==> config.mk <==
export PLATFORM = sky130hd
export DESIGN_NAME = executor_comando
export DESIGN_NICKNAME = d
export VERILOG_FILES = /design/src/rtl/executor_comando.sv
export SDC_FILE = /design/constraint.sdc
export NUM_CORES = 1
export LEC_CHECK = 0
export ABC_CLOCK_PERIOD_IN_PS = 2400
export CAP_MARGIN = 20
export CORE_MARGIN = 2
export CORE_UTILIZATION = 49
export DETAILED_ROUTE_END_ITERATION = 7
export PLACE_DENSITY = 0.76
export SLEW_MARGIN = 10
export SYNTH_ARGS = -nofsm -noshare
export SYNTH_HDL_FRONTEND = slang
export SYNTH_SLANG_ARGS = --single-unit
export TNS_END_PERCENT = 20
==> constraint.sdc <==
create_clock -name clk -period 2.4 [get_ports clk]
set_clock_uncertainty 0.1 [all_clocks]
set_input_delay 0.48 -clock clk [delete_from_list [all_inputs] [get_ports clk]]
set_output_delay 0.48 -clock clk [all_outputs]
set_load 0.02 [all_outputs]
==> src/rtl/executor_comando.sv <==
// executor_comando
// Validates decoded command frames (comando / comparador pair) and executes the
// accepted ones. A frame is accepted when comparador is the exact bitwise
// complement of comando, and rejected otherwise.
// Accepted frames do the following:
//   - update codigo,
//   - adjust nivel on CMD_MAIS / CMD_MENOS,
//   - retrigger a hold window of TIMEOUT cycles that drives led,
//   - flag repetido when the same code comes back while that window is open.
// Rejected frames bump a saturating error counter.
//
// Ports
//   clk        : single clock, posedge
//   reset      : synchronous, active-high
//   novo       : one-cycle strobe, comando/comparador hold a fresh frame
//   comando    : decoded command byte
//   comparador : decoded inverted-command byte
//   codigo     : last accepted command
//   valido     : one-cycle pulse when a frame is accepted
//   erro       : one-cycle pulse when a frame is rejected
//   cont_erro  : rejected-frame count, saturates at 15
//   nivel      : level, +1 on CMD_MAIS, -1 on CMD_MENOS, saturating 0..15
//   repetido   : last accepted code repeated inside the hold window
//   led        : high while the hold window runs
//   seg_alto   : active-low segments (bit0=a .. bit6=g) for codigo[7:4]
//   seg_baixo  : active-low segments (bit0=a .. bit6=g) for codigo[3:0]
//
// Handshake: novo is a plain strobe with no back-pressure. It is only honoured
// in OCIOSO. A strobe seen in any other state is dropped, not queued. Result
// pulses (valido/erro) come out registered: novo sampled at edge N gives a
// pulse during the cycle after edge N+2, together with the new codigo.
module executor_comando #(
  parameter int unsigned TIMEOUT   = 5000000,
  parameter logic [7:0]  CMD_MAIS  = 8'h18,
  parameter logic [7:0]  CMD_MENOS = 8'h52
) (
  input  logic       clk,
  input  logic       reset,
  input  logic       novo,
  input  logic [7:0] comando,
  input  logic [7:0] comparador,
  output logic [7:0] codigo,
  output logic       valido,
  output logic       erro,
  output logic [3:0] cont_erro,
  output logic [3:0] nivel,
  output logic       repetido,
  output logic       led,
  output logic [6:0] seg_alto,
  output logic [6:0] seg_baixo
);

  localparam int TW = $clog2(TIMEOUT + 1);

  typedef enum logic [1:0] {
    OCIOSO  = 2'd0,
    CHECA   = 2'd1,
    EXECUTA = 2'd2,
    REJEITA = 2'd3
  } estado_t;

  estado_t         estado_q, estado_d;
  logic [7:0]      cmd_q, cmd_d;
  logic [7:0]      cmp_q, cmp_d;
  logic [7:0]      codigo_q, codigo_d;
  logic            valido_q, valido_d;
  logic            erro_q, erro_d;
  logic [3:0]      cont_erro_q, cont_erro_d;
  logic [3:0]      nivel_q, nivel_d;
  logic            repetido_q, repetido_d;
  logic [TW-1:0]   timer_q, timer_d;

  always_ff @(posedge clk) begin
    if (reset) begin
      estado_q    <= OCIOSO;
      cmd_q       <= 8'h00;
      cmp_q       <= 8'h00;
      codigo_q    <= 8'h00;
      valido_q    <= 1'b0;
      erro_q      <= 1'b0;
      cont_erro_q <= 4'd0;
      nivel_q     <= 4'd0;
      repetido_q  <= 1'b0;
      timer_q     <= '0;
    end else begin
      estado_q    <= estado_d;
      cmd_q       <= cmd_d;
      cmp_q       <= cmp_d;
      codigo_q    <= codigo_d;
      valido_q    <= valido_d;
      erro_q      <= erro_d;
      cont_erro_q <= cont_erro_d;
      nivel_q     <= nivel_d;
      repetido_q  <= repetido_d;
      timer_q     <= timer_d;
    end
  end

  always_comb begin
    estado_d    = estado_q;
    cmd_d       = cmd_q;
    cmp_d       = cmp_q;
    codigo_d    = codigo_q;
    valido_d    = 1'b0;
    erro_d      = 1'b0;
    cont_erro_d = cont_erro_q;
    nivel_d     = nivel_q;
    repetido_d  = repetido_q;
    timer_d     = timer_q;

    // Free-running hold window. When it expires, the repeat flag drops
    // together with led. EXECUTA below overrides both when it reloads.
    if (timer_q != '0) begin
      timer_d = timer_q - TW'(1);
      if (timer_q == TW'(1)) begin
        repetido_d = 1'b0;
      end
    end

    case (estado_q)
      OCIOSO: begin
        if (novo) begin
          cmd_d    = comando;
          cmp_d    = comparador;
          estado_d = CHECA;
        end
      end
      CHECA: begin
        estado_d = (cmp_q == ~cmd_q) ? EXECUTA : REJEITA;
      end
      EXECUTA: begin
        codigo_d = cmd_q;
        valido_d = 1'b1;
        if (cmd_q == CMD_MAIS && nivel_q != 4'd15) begin
          nivel_d = nivel_q + 4'd1;
        end else if (cmd_q == CMD_MENOS && nivel_q != 4'd0) begin
          nivel_d = nivel_q - 4'd1;
        end
        // Repeat is judged against the timer value on entry, before reload.
        repetido_d = (cmd_q == codigo_q) && (timer_q != '0);
        timer_d    = TW'(TIMEOUT);
        estado_d   = OCIOSO;
      end
      REJEITA: begin
        erro_d = 1'b1;
        if (cont_erro_q != 4'd15) begin
          cont_erro_d = cont_erro_q + 4'd1;
        end
        estado_d = OCIOSO;
      end
      default: begin
        estado_d = OCIOSO;
      end
    endcase
  end

  function automatic logic [6:0] hex7(input logic [3:0] v);
    logic [6:0] s;
    s = 7'b1111111;
    case (v)
      4'h0: s = 7'b1000000;
      4'h1: s = 7'b1111001;
      4'h2: s = 7'b0100100;
      4'h3: s = 7'b0110000;
      4'h4: s = 7'b0011001;
      4'h5: s = 7'b0010010;
      4'h6: s = 7'b0000010;
      4'h7: s = 7'b1111000;
      4'h8: s = 7'b0000000;
      4'h9: s = 7'b0010000;
      4'hA: s = 7'b0001000;
      4'hB: s = 7'b0000011;
      4'hC: s = 7'b1000110;
      4'hD: s = 7'b0100001;
      4'hE: s = 7'b0000110;
      4'hF: s = 7'b0001110;
      default: s = 7'b1111111;
    endcase
    return s;
  endfunction

  assign codigo    = codigo_q;
  assign valido    = valido_q;
  assign erro      = erro_q;
  assign cont_erro = cont_erro_q;
  assign nivel     = nivel_q;
  assign repetido  = repetido_q;
  assign led       = (timer_q != '0);
  assign seg_alto  = hex7(codigo_q[7:4]);
  assign seg_baixo = hex7(codigo_q[3:0]);

endmodule

# After elaboration in Yosys (flattened, before gate mapping)
# Memory sizes are Yosys's and may differ from the RTL's. A register that Yosys moved wholly into a read port is not among the register bits.
# Cells that the tools add are included.
word_totals:
  reg_bits: 60
  latch_bits: 0
  ramBits: 0
  rom_bits: 224
  input_bits: 19
  memories: 2
op_classes:
  add_sub_neg: 4
  multipliers: 0
  n_div: 0
  order_cmp: 0
  n_eq_ne: 11
  shift: 0
  n_mux: 16
  bitwise_logic: 1
  n_reduce_logical: 15
memory_table:
  columns: ["name", "depth", "word_bits", "rd", "rd_clocked_by_memory_dff", "wr", "line_no", "source"]
  rows:
  - ["(no name shown)", 16, 7, 1, 1, 0, "160", "case (v)"]
  - ["(no name shown)", 16, 7, 1, 1, 0, "160", null]
op_table:
  columns: ["cell", "n"]
  rows:
  - ["23-bit two-way mux", 2]
  - ["4-bit two-way mux", 6]
  - ["23-bit by 1-bit equality test with 1-bit output (second input constant)", 1]
  - ["23-bit nonzero test", 1]
  - ["23-bit by 1-bit subtractor with 23-bit output (second input constant)", 1]
  - ["8-bit equality test", 2]
  - ["4-bit by 1-bit adder with 4-bit output (second input constant)", 2]
  - ["8-bit by 5-bit equality test with 1-bit output (second input constant)", 1]
  - ["8-bit by 7-bit equality test with 1-bit output (second input constant)", 1]
  - ["4-bit != test (second input constant)", 2]
  - ["8-bit NOT", 1]
  - ["2-bit AND reduction", 4]
  - ["1-bit two-way mux", 6]
  - ["2-bit case mux with 3 select lines", 1]
  - ["2-bit nonzero test", 3]
  - ["2-bit equality test (second input constant)", 2]
  - ["4-bit nonzero test", 1]
  - ["2-bit OR reduction", 2]
  - ["4-bit by 1-bit subtractor with 4-bit output (second input constant)", 1]
  - ["1-bit logical AND", 3]
  - ["2-bit by 1-bit equality test with 1-bit output (second input constant)", 1]
  - ["2-bit zero test", 1]
  - ["2-bit two-way mux", 1]
  - ["2-bit != test (second input constant)", 1]

# Depth between registers and ports, before layout
# Gate-level depths: netlist of the first run.
depth:
  depth_word: 4
  mapped_depth: 10
  mapped_depth_nobuf: 9

# Worst setup path before layout of the first run
# Ideal clock, no wire load.
synth_path:
  path_type: "flip-flop to flip-flop"
  from: "register cmd_q[2]"
  to: "register nivel_q[3] (netlist: nivel[3])"
  setup_ns: 0.121
  arrival_time_ns: 2.242
  path_slack_ns: -0.063
  path_stages_with_launch: 10
  synth_period_minus_slack_ns: 2.463
  path_cell_list: "dfxtp_1 nand2b_1 nor4_1 nand2_1 ha_1 a21o_1 a21o_1 a21o_1 a21oi_1 mux2_2"
synth_between:
  elab_chain_cells: 4
  elab_cells_between_ends: 7
  cone_classes: "eq/ne: 2; mux: 1; reduce/logical: 4"
synth_lines:
  columns: ["element", "line_no", "source"]
  rows:
  - ["from (decl)", "63", "logic [7:0] cmd_q, cmd_d;"]
  - ["from (signal assigned)", "87", "cmd_q <= cmd_d;"]
  - ["8-bit by 5-bit equality test with 1-bit output or 8-bit by 7-bit equality test with 1-bit output (tied branches)", "134, 136", null]
  - ["1-bit logical AND (on tied branches)", "134, 136", null]
  - ["2-bit nonzero test (no source line)", null, null]
  - ["2-bit AND reduction (no source line)", null, null]
  - ["to (signal assigned)", "93", "nivel_q <= nivel_d;"]
  - ["to (decl)", "69", "logic [3:0] nivel_q, nivel_d;"]
# Parallel ways exist; a longest one is shown, timed or not.
# A chain may end at the register's enable or synchronous reset.

# Worst setup path in the final report of the first run
# Same ends and word-level chain as after synthesis.

==> results of run 1 <==
==> final cells by class <==
| class | count | area [µm²] | area share, % |
|---|---|---|---|
| Clock buffer | 14 | 162.7 | 3.472 |
| Clock inverter | 2 | 35.03 | 0.7479 |
| Inverter | 16 | 60.06 | 1.282 |
| Multi-Input combinational cell | 296 | 2037 | 43.48 |
| Sequential cell | 74 | 1485 | 31.70 |
| Tap cell | 99 | 123.9 | 2.644 |
| Timing Repair Buffer | 88 | 780.7 | 16.67 |
==> sequential cells by signal (all words and copies together) (netlist names) <==
name,cells
codigo,8
repetido,1
nivel,4
seg_alto,7
seg_baixo,7
valido,1
cmp_q,8
estado_q,2
cmd_q,8
timer_q,23
erro,1
cont_erro,4
==> power breakdown <==
| part | total [mW] | switching, mW | internal [mW] |
|---|---|---|---|
| logic | 2.04 | 1.11 | 0.939 |
| registers | 1.64 | 0.188 | 1.45 |
| clock network | 0.974 | 0.436 | 0.538 |
| total | 4.65 | 1.73 | 2.92 |
==> metrics by stage <==
| stage | util [%] | area [µm²] | instances |
|---|---|---|---|
| 4_1_cts | 64.83 | 4677 | 589 |
| 3_5_place_dp | 61.74 | 4454 | 573 |
| 3_3_place_gp | 61.74 | 4454 | 573 |
| 5_1_grt | 64.93 | 4684 | 589 |
| 2_1_floorplan | - | 3631 | 408 |
| 6_report | 64.93 | 4684 | 589 |
==> worst max-delay path: stages (launching register included) <==
cell and delay [ns]:
dfxtp_1 0.31, nand2b_1 0.17, nor4_4 0.23, nand2_1 0.13
ha_1 0.30, a21o_1 0.19, a21o_1 0.18, a21o_1 0.14
a21oi_1 0.13, mux2_2 0.35
==> placed cells by master (no fill, tap or decap), types with 4 or more instances in the layout <==
cell,synthesis,final
nand2b_1,4,4
inv_1,16,16
nand2_1,46,46
ha_1,18,18
mux2i_1,16,16
buf_4,0,36
nor2_1,31,31
clkdlybuf4s50_1,0,50
o22ai_1,4,4
mux2_2,5,5
a21oi_1,29,28
xor2_1,27,27
nand3_1,5,5
nand4_1,7,7
xnor2_1,13,13
o21ai_0,12,12
a211oi_1,4,4
nor4_1,16,14
clkbuf_8,0,11
a21o_1,4,4
or3_1,6,6
nor3_1,11,10
dfxtp_1,74,71
or2_2,5,5
==> logic make-up after synthesis <==
kind of cell,synth area share (%)
AND/OR/NAND/NOR,20.37
flip-flops,40.87
AO/OA/AOI/OAI,11.08
XOR/XNOR,9.665
buffers and inverters,4.038
multiplexers,7.214
adder cells (fa/ha/maj),6.766
==> per-layer routing <==
layer | wire length, µm | vias to the layer above | global-route usage (%)
li1 | - | 1571 | -
met4 | 123 | 0 | 8.590
met3 | 272 | 12 | 3.604
met5 | 0 | - | 0
met2 | 3900 | 61 | 34.71
met1 | 3718 | 1434 | 25.81
==> worst paths after layout <==
| kind | cells past startpoint | slack [ns] | end | from |
|---|---|---|---|---|
| worst max register to register | 9 | 0.06 | nivel[3] | cmd_q[2] |
| worst min register to register | 2 | 0.37 | cmp_q[0] | cmp_q[0] |
| worst max-delay path | 9 | 0.06 | nivel[3] | cmd_q[2] |
| worst min-delay path | 2 | 0.37 | cmp_q[0] | cmp_q[0] |
==> timing repair <==
item | CTS | global route
endpoints found under the setup margin | 2 | 4
hold buffers | 0 | 0
pin swaps | 0 | 0
gates resized for setup | 7 | 6
endpoints found under the hold margin | 0 | 0
==> run metrics, run 1 <==
dpl ws -0.02583 ns; clk buf depth 2; Die X 90.01 µm; CTS tree built; vias in the first global route 3030; first-pass GRT wire length 13720 µm; CORE AREA ~0.0072 mm²; DRT iter0 DRCs 190; setup_tns 0 ns; layout cells sized above 1 between 10% and 20%; Mapped Area about 0.0036 mm²; Yosys Warn Count 0; dpl hpwl slightly below 6000 µm; final critical-path setup slack slightly below 0.06 ns; synth unique cells 45; Setup CP Type register to register; total clock sinks 74; Post-DRT Antenna Nets 0; vias per inst between 5 and 6; Worst setup EP type register; Routed WL per cell 13.61 µm; Post-route DRC 0; most used flip-flop cell after synthesis dfxtp_1; CTS Root Cell clkbuf_8; post-synth top area share 40.87%; MaxCap Viol Count 0; I/O Buffers 52; Post-Syn Nets 446; Mapped Cells 408; Startpoint Class register; Via Count 3078; crit path DAT 2.47 ns; Tcrit/Tclk final 97.55%; antenna violations before repair 0; largest cells by area after synthesis dfxtp_1 41%, xor2_1 6.5%, ha_1 6.2%; Max-slew headroom 46.44%; Leakage Power 1.961 nW; Antenna Cells 0; TritonCTS Buffers 9; die area 0.008102 mm²; largest area contributor in the netlist dfxtp_1; total power 4.653 mW; final net count 523; routed wire length 8015 µm; DRT Pass-1 Iters 4; setup repair bufs after CTS 0; initial core utilization about half; commonest cells in the netlist 74 x dfxtp_1, 46 x nand2_1, 31 x nor2_1; Max Freq 427.1 MHz; Seq/Total Area, Yosys 40.87%; largest net degree at the start of global routing 28; WP data required between 2 and 3 ns; CTS clk-pin slew, worst paths 0.07 ns; Die Height 90.01 µm; GRT Overall Usage between 20% and 30%; Least-Margin Pin Slew 0.8004 ns; GP Congestion 0.8298; Final Hold Vio Count 0; min-delay worst type register to register; EDFF count, synth 0; maximum vdd drop 475.0 µV; status completed; Syn-to-layout area delta 29.24%; final setup vio count 0; global route total overflow 0; Fin Hold WS 0.3722 ns; RSZ-0062 raised after global routing yes; I/O pin cnt 53; Tmin final approximately 2.3 ns; asr flop ratio synth 0%; PwrDens around 1000 mW/mm²; # H-tree levels 3; crit-path max FO 4; cell row count 31; clk_lat worst skew 0.34 ns; most frequent cell after synthesis dfxtp_1; Final Slew Violations 0; average size of a mapped cell 8.884 µm²; filler cell count 627; Synth Register Bits 74
No activity file was read; power rests on OpenSTA's default activity.
==> run 2, diff against run 1 <==
--- a/config.mk
+++ b/config.mk
@@ -6,10 +6,11 @@
 export NUM_CORES = 1
 export LEC_CHECK = 0
 export ABC_CLOCK_PERIOD_IN_PS = 2400
-export CAP_MARGIN = 20
+export CAP_MARGIN = 0
 export CORE_MARGIN = 2
 export CORE_UTILIZATION = 49
 export DETAILED_ROUTE_END_ITERATION = 7
+export GPL_ROUTABILITY_DRIVEN = 0
 export PLACE_DENSITY = 0.76
 export SLEW_MARGIN = 10
 export SYNTH_ARGS = -nofsm -noshare
==> results of run 2 <==
No change in the layout: final DEF, timing and power equal those of run 1.
